$ cat src/rtl/fetch_queue_pkg.sv
// Shared types for the instruction-fetch front end.
//   pc_t / inst_t   : default-width PC and instruction words
//   fq_entry_t      : one queued fetch {pc, inst}
//   FQ_DEPTH        : default queue depth
//   fq_count_t      : occupancy counter sized for FQ_DEPTH
//   redir_state_t   : branch-redirect tracking state
package fetch_queue_pkg;

  localparam int unsigned PC_WIDTH   = 32;
  localparam int unsigned INST_WIDTH = 32;
  localparam int unsigned FQ_DEPTH   = 4;

  typedef logic [PC_WIDTH-1:0]   pc_t;
  typedef logic [INST_WIDTH-1:0] inst_t;

  typedef struct packed {
    pc_t   pc;
    inst_t inst;
  } fq_entry_t;

  typedef logic [$clog2(FQ_DEPTH+1)-1:0] fq_count_t;

  // REDIR_DELAY_SLOT: the delay slot still has to be fetched before the
  // stored branch target can be issued.
  typedef enum logic {
    REDIR_NONE,
    REDIR_DELAY_SLOT
  } redir_state_t;

endpackage

$ cat src/rtl/fq_fifo.sv
// Circular buffer holding fetched {pc, inst} entries.
//   clk, rst    : clock, asynchronous active-low reset
//   push        : write push_data at the tail
//   pop         : retire the head entry
//   keep_next   : retire the head and keep only the entry behind it
//   clear       : empty the buffer (highest priority)
//   head        : head entry, read straight from storage
//   count       : occupancy (0..DEPTH)
module fq_fifo
  import fetch_queue_pkg::*;
#(
  parameter int unsigned DEPTH = 4,
  parameter int unsigned W     = 64
) (
  input  logic                         clk,
  input  logic                         rst,
  input  logic                         push,
  input  logic [W-1:0]                 push_data,
  input  logic                         pop,
  input  logic                         keep_next,
  input  logic                         clear,
  output logic [W-1:0]                 head,
  output logic [$clog2(DEPTH+1)-1:0]   count
);

  localparam int unsigned AW = $clog2(DEPTH);
  localparam int unsigned CW = $clog2(DEPTH+1);

  logic [W-1:0]  mem [DEPTH];
  logic [AW-1:0] rd_ptr;
  logic [AW-1:0] wr_ptr;

  assign head = mem[rd_ptr];

  always_ff @(posedge clk or negedge rst) begin
    if (!rst) begin
      mem    <= '{default: '0};
      rd_ptr <= '0;
      wr_ptr <= '0;
      count  <= '0;
    end else if (clear) begin
      rd_ptr <= '0;
      wr_ptr <= '0;
      count  <= '0;
    end else if (keep_next) begin
      // Tail is rewound to just behind the new head; younger entries vanish.
      assert (count >= CW'(2));
      rd_ptr <= rd_ptr + AW'(1);
      wr_ptr <= rd_ptr + AW'(2);
      count  <= CW'(1);
    end else begin
      assert (!(push && !pop && count == CW'(DEPTH)));
      assert (!(pop && count == '0));
      if (push) begin
        mem[wr_ptr] <= push_data;
        wr_ptr      <= wr_ptr + AW'(1);
      end
      if (pop) rd_ptr <= rd_ptr + AW'(1);
      count <= count + CW'(push) - CW'(pop);
    end
  end

endmodule

$ cat src/rtl/fetch_queue.sv
// Instruction-fetch front end: issues sequential ROM reads, queues the
// returned instructions with their PCs and hands them to IF/ID.
//   clk, rst              : clock, asynchronous active-low reset
//   rom_ce, rom_addr      : ROM read request / address
//   rom_data              : ROM data, one cycle after rom_ce
//   valid_o, pc_o, inst_o : head entry towards IF/ID
//   stall_i               : IF/ID not accepting the head
//   jump_i, jump_target_i : taken branch on the dequeued instruction
//   flush_i, flush_pc_i   : discard everything, restart at flush_pc_i
//   count_o               : queue occupancy
module fetch_queue
  import fetch_queue_pkg::*;
#(
  parameter int unsigned     DEPTH    = FQ_DEPTH,
  parameter int unsigned     PC_W     = PC_WIDTH,
  parameter int unsigned     INST_W   = INST_WIDTH,
  parameter logic [PC_W-1:0] RESET_PC = '0,
  parameter int unsigned     PC_STEP  = 4
) (
  input  logic                       clk,
  input  logic                       rst,
  output logic                       rom_ce,
  output logic [PC_W-1:0]            rom_addr,
  input  logic [INST_W-1:0]          rom_data,
  output logic                       valid_o,
  output logic [PC_W-1:0]            pc_o,
  output logic [INST_W-1:0]          inst_o,
  input  logic                       stall_i,
  input  logic                       jump_i,
  input  logic [PC_W-1:0]            jump_target_i,
  input  logic                       flush_i,
  input  logic [PC_W-1:0]            flush_pc_i,
  output logic [$clog2(DEPTH+1)-1:0] count_o
);

  localparam int unsigned CW = $clog2(DEPTH+1);

  logic [PC_W-1:0]        fetch_pc, fetch_pc_nxt;
  logic [PC_W-1:0]        inflight_pc;
  logic [PC_W-1:0]        redir_target, redir_target_nxt;
  logic                   inflight, inflight_nxt;
  redir_state_t           redir, redir_nxt;
  logic                   deq, jmp, jmp_keep_next, jmp_need_slot;
  logic                   issue, push;
  logic [CW:0]            occupancy;
  logic [PC_W+INST_W-1:0] head;

  assign valid_o = (count_o != '0);
  assign deq     = valid_o && !stall_i;
  assign jmp     = jump_i && deq && !flush_i;

  // Delay slot already queued behind the branch: keep it, drop the rest.
  assign jmp_keep_next = jmp && (count_o > CW'(1));
  // Branch is alone and nothing is returning: the delay slot must be fetched.
  assign jmp_need_slot = jmp && (count_o == CW'(1)) && !inflight;

  assign occupancy = {1'b0, count_o} + (CW+1)'(inflight);

  // No issue in jump/flush cycles: fetch_pc is on the wrong path there.
  assign issue  = rst && !flush_i && !jmp && (occupancy < (CW+1)'(DEPTH));
  assign push   = inflight && !flush_i && !jmp_keep_next;
  assign rom_ce   = issue;
  assign rom_addr = fetch_pc;

  assign pc_o   = head[INST_W +: PC_W];
  assign inst_o = head[INST_W-1:0];

  fq_fifo #(
    .DEPTH (DEPTH),
    .W     (PC_W + INST_W)
  ) u_fifo (
    .clk       (clk),
    .rst       (rst),
    .push      (push),
    .push_data ({inflight_pc, rom_data}),
    .pop       (deq),
    .keep_next (jmp_keep_next),
    .clear     (flush_i),
    .head      (head),
    .count     (count_o)
  );

  always_comb begin
    fetch_pc_nxt     = fetch_pc;
    redir_nxt        = redir;
    redir_target_nxt = redir_target;
    inflight_nxt     = issue;
    if (flush_i) begin
      fetch_pc_nxt = flush_pc_i;
      redir_nxt    = REDIR_NONE;
    end else if (jmp) begin
      if (jmp_need_slot) begin
        fetch_pc_nxt     = pc_o + PC_W'(PC_STEP);
        redir_nxt        = REDIR_DELAY_SLOT;
        redir_target_nxt = jump_target_i;
      end else begin
        fetch_pc_nxt = jump_target_i;
        redir_nxt    = REDIR_NONE;
      end
    end else if (issue) begin
      if (redir == REDIR_DELAY_SLOT) begin
        fetch_pc_nxt = redir_target;
        redir_nxt    = REDIR_NONE;
      end else begin
        fetch_pc_nxt = fetch_pc + PC_W'(PC_STEP);
      end
    end
  end

  always_ff @(posedge clk or negedge rst) begin
    if (!rst) begin
      fetch_pc     <= RESET_PC;
      inflight     <= 1'b0;
      inflight_pc  <= '0;
      redir        <= REDIR_NONE;
      redir_target <= '0;
    end else begin
      fetch_pc     <= fetch_pc_nxt;
      inflight     <= inflight_nxt;
      inflight_pc  <= fetch_pc;
      redir        <= redir_nxt;
      redir_target <= redir_target_nxt;
    end
  end

endmodule

$ cat config.mk
export PLATFORM = sky130hd
export DESIGN_NAME = fetch_queue
export DESIGN_NICKNAME = d
export VERILOG_FILES = /design/src/rtl/fetch_queue_pkg.sv /design/src/rtl/fq_fifo.sv /design/src/rtl/fetch_queue.sv
export SDC_FILE = /design/constraint.sdc
export NUM_CORES = 1
export LEC_CHECK = 0
export CAP_MARGIN = 0
export CORE_AREA = 2 2 180 182
export CTS_CLUSTER_DIAMETER = 40
export DETAILED_ROUTE_END_ITERATION = 6
export DIE_AREA = 0 0 182 184
export GPL_TIMING_DRIVEN = 0
export PLACE_DENSITY = 0.8
export SYNTH_ARGS = -nofsm -noshare
export SYNTH_HDL_FRONTEND = slang
export SYNTH_SLANG_ARGS = --single-unit
export TNS_END_PERCENT = 20
$ cat constraint.sdc
create_clock -name clk -period 3.3 [get_ports clk]
set_clock_uncertainty 0.05 [all_clocks]
set_input_delay 0.33 -clock clk [delete_from_list [all_inputs] [get_ports clk]]
set_output_delay 0.33 -clock clk [all_outputs]
set_load 0.05 [all_outputs]
==> metrics.md <==
| Metric | Value |
|---|---|
| Status | finished, violations left |
| Failing checks | negative setup slack |
| Post-route ant nets | 0 |
| Overall routing resource usage | 30.3% |
| Worst hold stages | 3 |
| Fillcell total | 2163 |
| # port buffers | 200 |
| Worst-path clk slew | 0.06 ns |
| CP Capture Type | primary output |
| Slew Limit Fails | 0 |
| CP arrival | 3.00 ns |
| Routed met1 length | 20100 um |
| Placed cells | 1944 |
| Max_slew headroom | 25.3% |
| P per Cell Area | 1020 nW/um2 |
| Hold Violations, Final | 0 |
| Async SR Flop Fraction | 100% |
| Vias in the first global route | 13078 |
| Hpwl dp | 34500 um |
| Final Routed Wirelength | 50200 um |
| Syn Std Cell Area | 17100 um2 |
| # clock sinks | 361 |
| Final Wtd Congestion | 0.993 |
| Cell variety after synth | 69 |
| Row count | 65 |
| Area grow syn2layout | 26.4% |
| Layout cells sized above 1 | 31.1% |
| CP Max Fanout | 10 |
| CTS buffer count | 50 |
| Routed length on met3 | 4560 um |
| Maximum buffer depth of the clock tree | 3 |
| Drt drc | 0 |
| Final worst slack | -0.0821 ns |
| RSZ-0062 raised after global routing | yes |
| DIE WIDTH | 182 um |
| Final period util | 102% |
| Non-Filler Instances | 2048 |
| Kind of start point of the critical path | flip-flop |
| GR Overflow Total | 0 |
| Drt wl/cell | 24.5 um |
| DR top layer | met4 |
| Initial core utilization | 54.6% |
| Initial antenna violation count | 0 |
| Final Instance Area | 21700 um2 |
| Hold slack | 0.198 ns |
| Max Fclk | 296 MHz |
| Max-capacitance violation count | 0 |
| Synthesized flop and latch total | 361 |
| Clock Latency Late Sink | 0.59 ns |
| Largest net degree at the start of global routing | 98 |
| Met2 Routed Length | 23900 um |
| Worst VDD drop | 0.725 mV |
| Least-Margin Pin Slew | 1.11 ns |
| Leakage power | 9.64 nW |
| Period minus WS final | 3.38 ns |
| Worst R2R Path Depth | 8 |
| Yosys warnings | 0 |
| Ports | 202 |
| CTS tree | done |
| Sequential element share of the synthesized area | 52.7% |
| 1st-pass router iterations | 6 |
| Synth Instances | 1339 |
| Die area | 33500 um2 |
| H-tree lvl count | 2 |
| Crit Path Class | reg2out |
| Root Buffer | clkbuf_16 |
| Number of flops mapped to enable cells by yosys | 0 |
| Vias | 12874 |
| Die height | 184 um |
| Core Region | 31400 um2 |
| Placed Area | 19700 um2 |
| Initial DRC Count | 1189 |
| Top_reg_cell synth | dfrtp_1 |
| First-pass GRT wire length | 77200 um |
| # Post-CTS Setup Buffers | 0 |
| # setup viols final | 3 |
| Syn nets | 1452 |
| Pre-CTS WS | -0.634 ns |
| Syn Area/Cell | 12.8 um2 |
| Hold Path Class | in2reg |
| Via density | 6.29 |
| Required time of the critical path | 2.92 ns |
| Nets | 1715 |
[synth_stat cells, types with 22 or more instances]
master / instances / area share, %
mux2_2: 258 / 17
dfrtp_1: 361 / 53
buf_2: 31 / 0.90
clkbuf_1: 43 / 0.94
nand2_1: 156 / 3.4
o21ai_0: 36 / 1.1
nand3_1: 32 / 0.93
inv_1: 23 / 0.50
nor2_1: 33 / 0.72
mux4_2: 56 / 7.4
o22ai_1: 22 / 0.80
a21oi_1: 29 / 0.85
[layer usage]
layer	vias to the layer above	global-route usage [%]
met5	-	0
met4	0	10.6
met3	138	6.00
met2	715	48.7
met1	6541	41.5
li1	5480	-
[cells by family (layout without fill, tap and decap cells)]
family,Yosys count,count (layout),share of synthesized area [%]
flip-flops,361,361,52.7
multiplexers,324,324,25.6
AND/OR/NAND/NOR,321,321,8.95
AO/OA/AOI/OAI,171,171,6.54
buffers and inverters,111,416,3.28
XOR/XNOR,39,39,1.99
adder cells (fa/ha/maj),12,12,0.919
other,0,2,0
[worst max-delay path, cell delays in order, from the launching register on]
cell	delay [ns]
dfrtp_1	0.45
buf_6	0.21
buf_6	0.20
clkbuf_8	0.23
clkbuf_4	0.27
clkbuf_4	0.27
mux4_2	0.33
dlygate4sd2_1	0.44
[power by group]
| group | switching [mW] | leakage, nW | total [mW] | internal, mW |
|---|---|---|---|---|
| Clock | 2.21 | 0.870 | 5.65 | 3.45 |
| Combinational | 5.70 | 4.13 | 9.32 | 3.62 |
| Sequential | 1.14 | 4.64 | 7.08 | 5.94 |
[state kept, by name (all words and copies together) (netlist names)]
register / flops
rom_addr: 32
redir_target: 32
u_fifo.rd_ptr: 2
redir: 1
inflight_pc: 32
u_fifo.mem: 256
u_fifo.count: 3
inflight: 1
u_fifo.wr_ptr: 2
[metrics by stage]
stage               util, %  setup TNS [ns]  power (mW)
global route           69.0          -0.375        22.9
global placement       62.6        -5374.07        16.2
CTS                    69.1           -3.80        22.0
detailed placement     62.9          -24.87        16.5
finish                 69.0          -0.106        22.1
floorplan                 -               0        13.3
[path summary, 6_finish.rpt]
kind	start	endpoint	slack (ns)
worst max-delay path	u_fifo.rd_ptr[1]$_DFFE_PN0P_	inst_o[4]	-0.08
worst min-delay path	flush_i	rom_addr[22]$_DFFE_PN0P_	0.20
worst max register to register	u_fifo.count[0]$_DFF_PN0_	rom_addr[16]$_DFFE_PN0P_	0.03
worst min register to register	rom_addr[4]$_DFFE_PN0P_	inflight_pc[4]$_DFF_PN0_	0.40
max in group asynchronous	rst	rom_addr[11]$_DFFE_PN0P_	1.63
min in group asynchronous	rst	inflight_pc[21]$_DFF_PN0_	0.50
[timing repair]
item                                    4_1_cts  5_1_grt
hold buffers                                  9        0
cloned                                        0        0
pin swaps                                     0        1
endpoints found under the hold margin        80        0
endpoints found under the setup margin       53       40
resized for setup                           105       54
[final cells by class]
class                           instances  area, um2  area share [%]
Multi-Input combinational cell        867       7610            35.1
Buffer                                 86        528            2.44
Clock inverter                         35        444            2.05
Sequential cell                       361       9030            41.7
Tap cell                              402        503            2.32
Timing Repair Buffer                  212       2130            9.82
Clock buffer                           59       1340            6.16
Antenna cell                            2       5.00          0.0231
Inverter                               24       90.1           0.416
[cells in the final DEF (no fill, tap or decap), drive strengths merged, types with 4 or more instances in the layout]
cell and n:
o22ai 22, a31oi 17, dlygate4sd3 4, clkbuf 113
or3 7, buf 66, nor2 33, inv 36
dfrtp 361, and4 7, xor2 19, a211oi 11
nand4 19, nor3 14, bufinv 6, ha 11
dlygate4sd2 16, a221oi 8, o31ai 4, nor4 13
nand2b 5, and3 13, o21ai 37, nand2 160
nand3 32, o211ai 8, xnor2 20, a21oi 30
mux2 258, or4 5, clkdlybuf4s50 155, mux4 64
clkinv 14
Power figures use the tool's default switching activity.
